==> src/rtl/branch_resolve_pkg.sv <==
// Shared encodings for the EX-stage branch resolution logic: instruction kinds,
// branch funct3 values and the redirect/flush FSM states.
package riscv_branch_defines;

  typedef enum logic [1:0] {
    KIND_NONE   = 2'd0,
    KIND_BRANCH = 2'd1,
    KIND_JAL    = 2'd2,
    KIND_JALR   = 2'd3
  } kind_e;

  localparam logic [2:0] F3_BEQ  = 3'b000;
  localparam logic [2:0] F3_BNE  = 3'b001;
  localparam logic [2:0] F3_BLT  = 3'b100;
  localparam logic [2:0] F3_BGE  = 3'b101;
  localparam logic [2:0] F3_BLTU = 3'b110;
  localparam logic [2:0] F3_BGEU = 3'b111;

  typedef enum logic [1:0] {
    ST_IDLE     = 2'd0,
    ST_REDIRECT = 2'd1,
    ST_DRAIN    = 2'd2
  } state_e;

  function automatic logic is_word_aligned(input logic [31:0] addr);
    return addr[1:0] == 2'b00;
  endfunction

endpackage

==> src/rtl/branch_resolve_cond.sv <==
// Combinational branch condition: funct3 plus ALU z/n flags -> taken.
// Odd funct3 values are the inverted sense of their even partner.
module branch_cond
  import riscv_branch_defines::*;
(
  input  logic [2:0] funct3_i,
  input  logic       z_i,
  input  logic       n_i,
  output logic       taken_o
);

  always_comb begin
    taken_o = 1'b0;
    case (funct3_i)
      F3_BEQ, F3_BNE:                   taken_o = z_i ^ funct3_i[0];
      F3_BLT, F3_BGE, F3_BLTU, F3_BGEU: taken_o = n_i ^ funct3_i[0];
      default:                          taken_o = 1'b0;
    endcase
  end

endmodule

==> src/rtl/branch_resolve.sv <==
// EX-stage branch/jump resolution: taken decision, target mux, registered
// PC-redirect handshake with multi-cycle flush, and saturating perf counters.
module branch_resolve
  import riscv_branch_defines::*;
#(
  parameter int unsigned FLUSH_DEPTH = 2,
  parameter int unsigned CNT_W       = 32
) (
  input  logic             clk,
  input  logic             rst_n,
  input  logic             ex_valid_i,
  input  logic             ex_stall_i,
  input  logic [1:0]       ex_kind_i,
  input  logic [2:0]       ex_funct3_i,
  input  logic [31:0]      ex_pc_i,
  input  logic [31:0]      ex_imm_i,
  input  logic             z_alu_i,
  input  logic             n_alu_i,
  input  logic [31:0]      res_alu_i,
  input  logic             redirect_ready_i,
  output logic             redirect_valid_o,
  output logic [31:0]      redirect_pc_o,
  output logic             flush_o,
  output logic             misalign_o,
  output logic             busy_o,
  output logic [CNT_W-1:0] branch_cnt_o,
  output logic [CNT_W-1:0] taken_cnt_o
);

  localparam int unsigned DW = (FLUSH_DEPTH > 1) ? $clog2(FLUSH_DEPTH) : 1;
  localparam logic [DW-1:0] DRAIN_INIT = (FLUSH_DEPTH > 0) ? DW'(FLUSH_DEPTH - 1) : '0;

  kind_e             kind;
  logic              cond_taken;
  logic              resolve;
  logic              is_branch;
  logic              taken;
  logic [31:0]       target;
  logic              aligned;
  logic              unused_res_lsb;

  state_e            state_q,          state_d;
  logic              redirect_valid_q, redirect_valid_d;
  logic [31:0]       redirect_pc_q,    redirect_pc_d;
  logic              flush_q,          flush_d;
  logic              misalign_q,       misalign_d;
  logic [DW-1:0]     drain_cnt_q,      drain_cnt_d;
  logic [CNT_W-1:0]  branch_cnt_q,     branch_cnt_d;
  logic [CNT_W-1:0]  taken_cnt_q,      taken_cnt_d;

  assign kind           = kind_e'(ex_kind_i);
  assign unused_res_lsb = res_alu_i[0];

  branch_cond u_cond (
    .funct3_i (ex_funct3_i),
    .z_i      (z_alu_i),
    .n_i      (n_alu_i),
    .taken_o  (cond_taken)
  );

  // Anything presented outside IDLE is wrong-path and must not touch state.
  always_comb begin
    resolve   = ex_valid_i && !ex_stall_i && (kind != KIND_NONE) && (state_q == ST_IDLE);
    is_branch = (kind == KIND_BRANCH);
    taken     = resolve && (!is_branch || cond_taken);
    target    = (kind == KIND_JALR) ? {res_alu_i[31:1], 1'b0} : (ex_pc_i + ex_imm_i);
    aligned   = is_word_aligned(target);
  end

  always_comb begin
    state_d          = state_q;
    redirect_valid_d = redirect_valid_q;
    redirect_pc_d    = redirect_pc_q;
    flush_d          = flush_q;
    drain_cnt_d      = drain_cnt_q;
    misalign_d       = taken && !aligned;

    case (state_q)
      ST_IDLE: begin
        if (taken && aligned) begin
          state_d          = ST_REDIRECT;
          redirect_valid_d = 1'b1;
          redirect_pc_d    = target;
          flush_d          = 1'b1;
        end
      end
      ST_REDIRECT: begin
        if (redirect_ready_i) begin
          redirect_valid_d = 1'b0;
          if (FLUSH_DEPTH == 0) begin
            state_d = ST_IDLE;
            flush_d = 1'b0;
          end else begin
            state_d     = ST_DRAIN;
            drain_cnt_d = DRAIN_INIT;
          end
        end
      end
      ST_DRAIN: begin
        if (drain_cnt_q == '0) begin
          state_d = ST_IDLE;
          flush_d = 1'b0;
        end else begin
          drain_cnt_d = drain_cnt_q - DW'(1);
        end
      end
      default: begin
        state_d          = ST_IDLE;
        redirect_valid_d = 1'b0;
        flush_d          = 1'b0;
        drain_cnt_d      = '0;
      end
    endcase
  end

  always_comb begin
    branch_cnt_d = branch_cnt_q;
    taken_cnt_d  = taken_cnt_q;
    if (resolve && is_branch && (branch_cnt_q != '1)) begin
      branch_cnt_d = branch_cnt_q + CNT_W'(1);
    end
    if (taken && (taken_cnt_q != '1)) begin
      taken_cnt_d = taken_cnt_q + CNT_W'(1);
    end
  end

  always_ff @(posedge clk or negedge rst_n) begin
    if (!rst_n) begin
      state_q          <= ST_IDLE;
      redirect_valid_q <= 1'b0;
      redirect_pc_q    <= '0;
      flush_q          <= 1'b0;
      misalign_q       <= 1'b0;
      drain_cnt_q      <= '0;
      branch_cnt_q     <= '0;
      taken_cnt_q      <= '0;
    end else begin
      state_q          <= state_d;
      redirect_valid_q <= redirect_valid_d;
      redirect_pc_q    <= redirect_pc_d;
      flush_q          <= flush_d;
      misalign_q       <= misalign_d;
      drain_cnt_q      <= drain_cnt_d;
      branch_cnt_q     <= branch_cnt_d;
      taken_cnt_q      <= taken_cnt_d;
    end
  end

  assign redirect_valid_o = redirect_valid_q;
  assign redirect_pc_o    = redirect_pc_q;
  assign flush_o          = flush_q;
  assign misalign_o       = misalign_q;
  assign busy_o           = (state_q != ST_IDLE);
  assign branch_cnt_o     = branch_cnt_q;
  assign taken_cnt_o      = taken_cnt_q;

endmodule
==> config.mk <==
export PLATFORM = sky130hd
export DESIGN_NAME = branch_resolve
export DESIGN_NICKNAME = d
export VERILOG_FILES = /design/src/rtl/branch_resolve_pkg.sv /design/src/rtl/branch_resolve_cond.sv /design/src/rtl/branch_resolve.sv
export SDC_FILE = /design/constraint.sdc
export NUM_CORES = 1
export LEC_CHECK = 0
export ABC_CLOCK_PERIOD_IN_PS = 2380
export BUFFER_PORTS_ARGS = -buffer_cell sky130_fd_sc_hd__buf_2
export CORE_MARGIN = 5
export CORE_UTILIZATION = 45
export DETAILED_ROUTE_END_ITERATION = 8
export PLACE_DENSITY = 0.72
export SLEW_MARGIN = 10
export SYNTH_ARGS = -nofsm -noshare
export SYNTH_HDL_FRONTEND = slang
export SYNTH_SLANG_ARGS = --single-unit
==> constraint.sdc <==
create_clock -name clk -period 2.38 [get_ports clk]
set_input_delay 0.119 -clock clk [delete_from_list [all_inputs] [get_ports clk]]
set_output_delay 0.119 -clock clk [all_outputs]
set_load 0.02 [all_outputs]
==> summary.md <==
| Metric | Value |
|---|---|
| Hold Path End | redirect_pc_o[10]$_DFFE_PN0P_ |
| Worst path slowest cell | sky130_fd_sc_hd__fa_1 |
| Path type of the worst min-delay path | in2reg |
| Buffer count from post-CTS setup fixing | 0 |
| Cts hold-fix bufs | 1 |
| CTS tree | done |
| Drt initial violations | 352 |
| Unrepaired setup endpoints after global routing | no |
| Clock net sink count | 102 |
| Last weighted congestion value of the routability-driven placer | 0.882 |
| Site row count | 44 |
| Crit path arrival time | 2440 ps |
| FF-to-FF path depth | 7 |
| Clock Skews | 12.3 ps |
| Cell area after technology mapping | 0.00655 mm² |
| H-tree depth | 3 |
| Total routing usage reported by global routing | 0.214 |
| Total power of the final layout | 5.51 mW |
| Wirelength, routed | 18500 µm |
| Primary flip-flop cell chosen by synthesis mapping | sky130_fd_sc_hd__dfrtp_1 |
| Max-Slew Margin vs Limit | 0.568 |
| Required arrival time at the worst endpoint | 2590 ps |
| Post-DP HPWL | 14800 µm |
| Actual slew at the worst max-slew pin | 643 ps |
| Max-Cap Viols | 0 |
| CTS max path bufs | 2 |
| Depth of the worst hold-timing path | 3 |
| Antenna violations before repair | 3 |
| Post-placement cell count | 1142 |
| Crit end category | flip-flop |
| Total via count in the routed design | 6300 |
| Via count normalized by instance count | 5.43 |
| Pin count of the biggest net entering global routing | 46 |
| CTS Buf Count | 9 |
| Number of global-route vias before repair | 5927 |
| Clock transition at path regs | 70 ps |
| Reg-to-reg startpoint | taken_cnt_o[2]$_DFFE_PN0P_ |
| Proportion of register bits with asynchronous set or reset after synthesis | 1.00 |
| Highest cell delay on the worst timing path | 440 ps |
| Antenna viol nets, final | 0 |
| Syn-to-layout area delta | 28.0% |
| Power density cells | 658 mW/mm² |
| Final critical delay including setup and external delays | 2230 ps |
| Post-synthesis area per instance | 8.92 µm² |
| Worst path cell trace | buf_2 > ha_1 > fa_1 > a21o_1 > a221oi_1 > buf_4 > or4b_1 > nand4_1 > a41oi_1 > xor2_1 > o211ai_1 |
| # nets final | 1112 |
| Non-filler cells, final | 1161 |
| Post-route DRC violation count | 0 |
| Hold Fails Final Rpt | 0 |
| Number of I/O port buffers | 206 |
| Classification of the worst setup path | in2reg |
| Die boundary height | 131 µm |
| Sequential share of the synthesized area | 0.390 |
| Leading cell type in the layout, fill and taps excluded | sky130_fd_sc_hd__buf_2 |
| Setup-failing EPs final | 0 |
| Area of the placeable core | 0.0144 mm² |
| Wire length per cell after detailed routing | 15.9 µm |
| Die area | 0.0171 mm² |
| First-pass iteration count of the detailed router | 4 |
| Setup total negative slack | 0 ps |
| Later-pin clock latency in the skew report | 340 ps |
| Outcome | finished clean |
| Number of cells produced by synthesis | 734 |
| Die Wd | 131 µm |
| Startpoint of the lowest-slack hold path | res_alu_i[10] |
| Reg2reg end | taken_cnt_o[31]$_DFFE_PN0P_ |
| Crit start category | primary input |
| Global-route wire length before repair | 29400 µm |
| Count of instances resized after the clock tree is built | 0 |
| Post-synth EDFFs | 0 |
| Leak Pwr | 4.21 nW |
| Fraction of final layout cells sized beyond drive strength 1 | 0.294 |
| Count of pins on the block boundary | 208 |
| Share of the clock period used by the worst path | 0.935 |
| Fin. max-slew vios | 0 |
| Crit Path Max Fanout | 4 |
| Root cell of the clock tree | sky130_fd_sc_hd__clkbuf_16 |
| Initial core utilization | 0.454 |
| Most frequent cells in the layout | sky130_fd_sc_hd__buf_2, sky130_fd_sc_hd__dfrtp_1, sky130_fd_sc_hd__nand2_1 |
| Synth cell types | 60 |
| Worst voltage drop across the vdd grid | 341 µV |
| Global route total overflow | 0 |
| Number of synthesized register bits | 102 |
| Net count after synthesis | 876 |
| Yosys warning total | 0 |
| Worst reg2reg setup slack | 180 ps |
| Peak clock frequency supported by timing | 449 MHz |
## metrics by stage
step / worst slack [ps] / utilization / area (µm²) / hold WS, ps
floorplan: 74.4 / - / 6550 / -177
detailed placement: -204 / 0.560 / 8070 / 73.1
finish: 155 / 0.581 / 8380 / 36.4
global placement: -170 / 0.560 / 8070 / 61.5
global route: 12.4 / 0.581 / 8380 / 44.5
CTS: 152 / 0.580 / 8370 / 25.5
## state kept, by name (all words and copies together) (netlist names)
signal / count
branch_cnt_o: 32
drain_cnt_q: 1
flush_o: 1
misalign_o: 1
redirect_pc_o: 32
redirect_valid_o: 1
state_q: 2
taken_cnt_o: 32
## per-layer routing
layer | up-vias | part of all wire | wire, µm | global-route usage
li1 | 3105 | - | - | -
met1 | 2978 | 0.47 | 8600 | 0.308
met2 | 196 | 0.46 | 8490 | 0.336
met3 | 21 | 0.057 | 1050 | 0.0244
met4 | 0 | 0.018 | 329 | 0.0732
met5 | - | 0 | 0 | 0
## worst max path at each step
stage               start  cells after the start                       endpoint  slack, ps
6_report       ex_pc_i[0]                     11  redirect_pc_o[30]$_DFFE_PN0P_        150
4_1_cts        ex_pc_i[0]                     11  redirect_pc_o[30]$_DFFE_PN0P_        150
3_5_place_dp   ex_pc_i[0]                     11  redirect_pc_o[30]$_DFFE_PN0P_       -200
2_1_floorplan  ex_pc_i[0]                      9  redirect_pc_o[16]$_DFFE_PN0P_         70
5_1_grt        ex_pc_i[0]                     11  redirect_pc_o[26]$_DFFE_PN0P_         10
3_3_place_gp   ex_pc_i[0]                     11  redirect_pc_o[30]$_DFFE_PN0P_       -170
## Yosys cell counts, types with 13 or more instances
cell                         n  area share
sky130_fd_sc_hd__nor3_1     22       0.017
sky130_fd_sc_hd__xnor2_1    54       0.072
sky130_fd_sc_hd__clkbuf_1   26       0.015
sky130_fd_sc_hd__inv_1      13      0.0075
sky130_fd_sc_hd__and3_1     14       0.013
sky130_fd_sc_hd__nand4_1    31       0.030
sky130_fd_sc_hd__nor2_1     54       0.031
sky130_fd_sc_hd__ha_1       33       0.063
sky130_fd_sc_hd__dfrtp_1   102        0.39
sky130_fd_sc_hd__a21oi_1    45       0.034
sky130_fd_sc_hd__o21ai_0    32       0.024
sky130_fd_sc_hd__nand2_1    88       0.050
sky130_fd_sc_hd__o211ai_1   14       0.016
sky130_fd_sc_hd__nand3_1    40       0.031
sky130_fd_sc_hd__xor2_1     35       0.047
## power by group
group          switching (mW)  internal [mW]  total [mW]
combinational            1.07          0.720        1.79
clock                   0.641          0.813        1.45
sequential              0.261           2.01        2.27
## cells by family after synthesis
family | Yosys count | share of synthesized area
muxes | 9 | 0.0143
buffers and inverters | 44 | 0.0270
xor gates and xnor gates | 89 | 0.119
AOI/OAI and AO/OA | 152 | 0.147
and+or+nand+nor | 304 | 0.237
adders and majority gates | 34 | 0.0661
DFF | 102 | 0.390
## worst max-delay path, delay by kind of cell
family,cells,cell delay [ps]
XOR/XNOR,1,170
AO/OA/AOI/OAI,4,840
buffers and inverters,2,280
adder cells (fa/ha/maj),2,680
AND/OR/NAND/NOR,2,350
## layout make-up
type / count / area (µm²)
Inverter: 13 / 48.8
Clock buffer: 10 / 229
Timing Repair Buffer: 256 / 1440
Antenna cell: 3 / 7.51
Tap cell: 184 / 230
Multi-Input combinational cell: 588 / 3820
Clock inverter: 5 / 58.8
Sequential cell: 102 / 2550
Fill cell: 1301 / 6040
No activity file was read; power rests on OpenSTA's default activity.
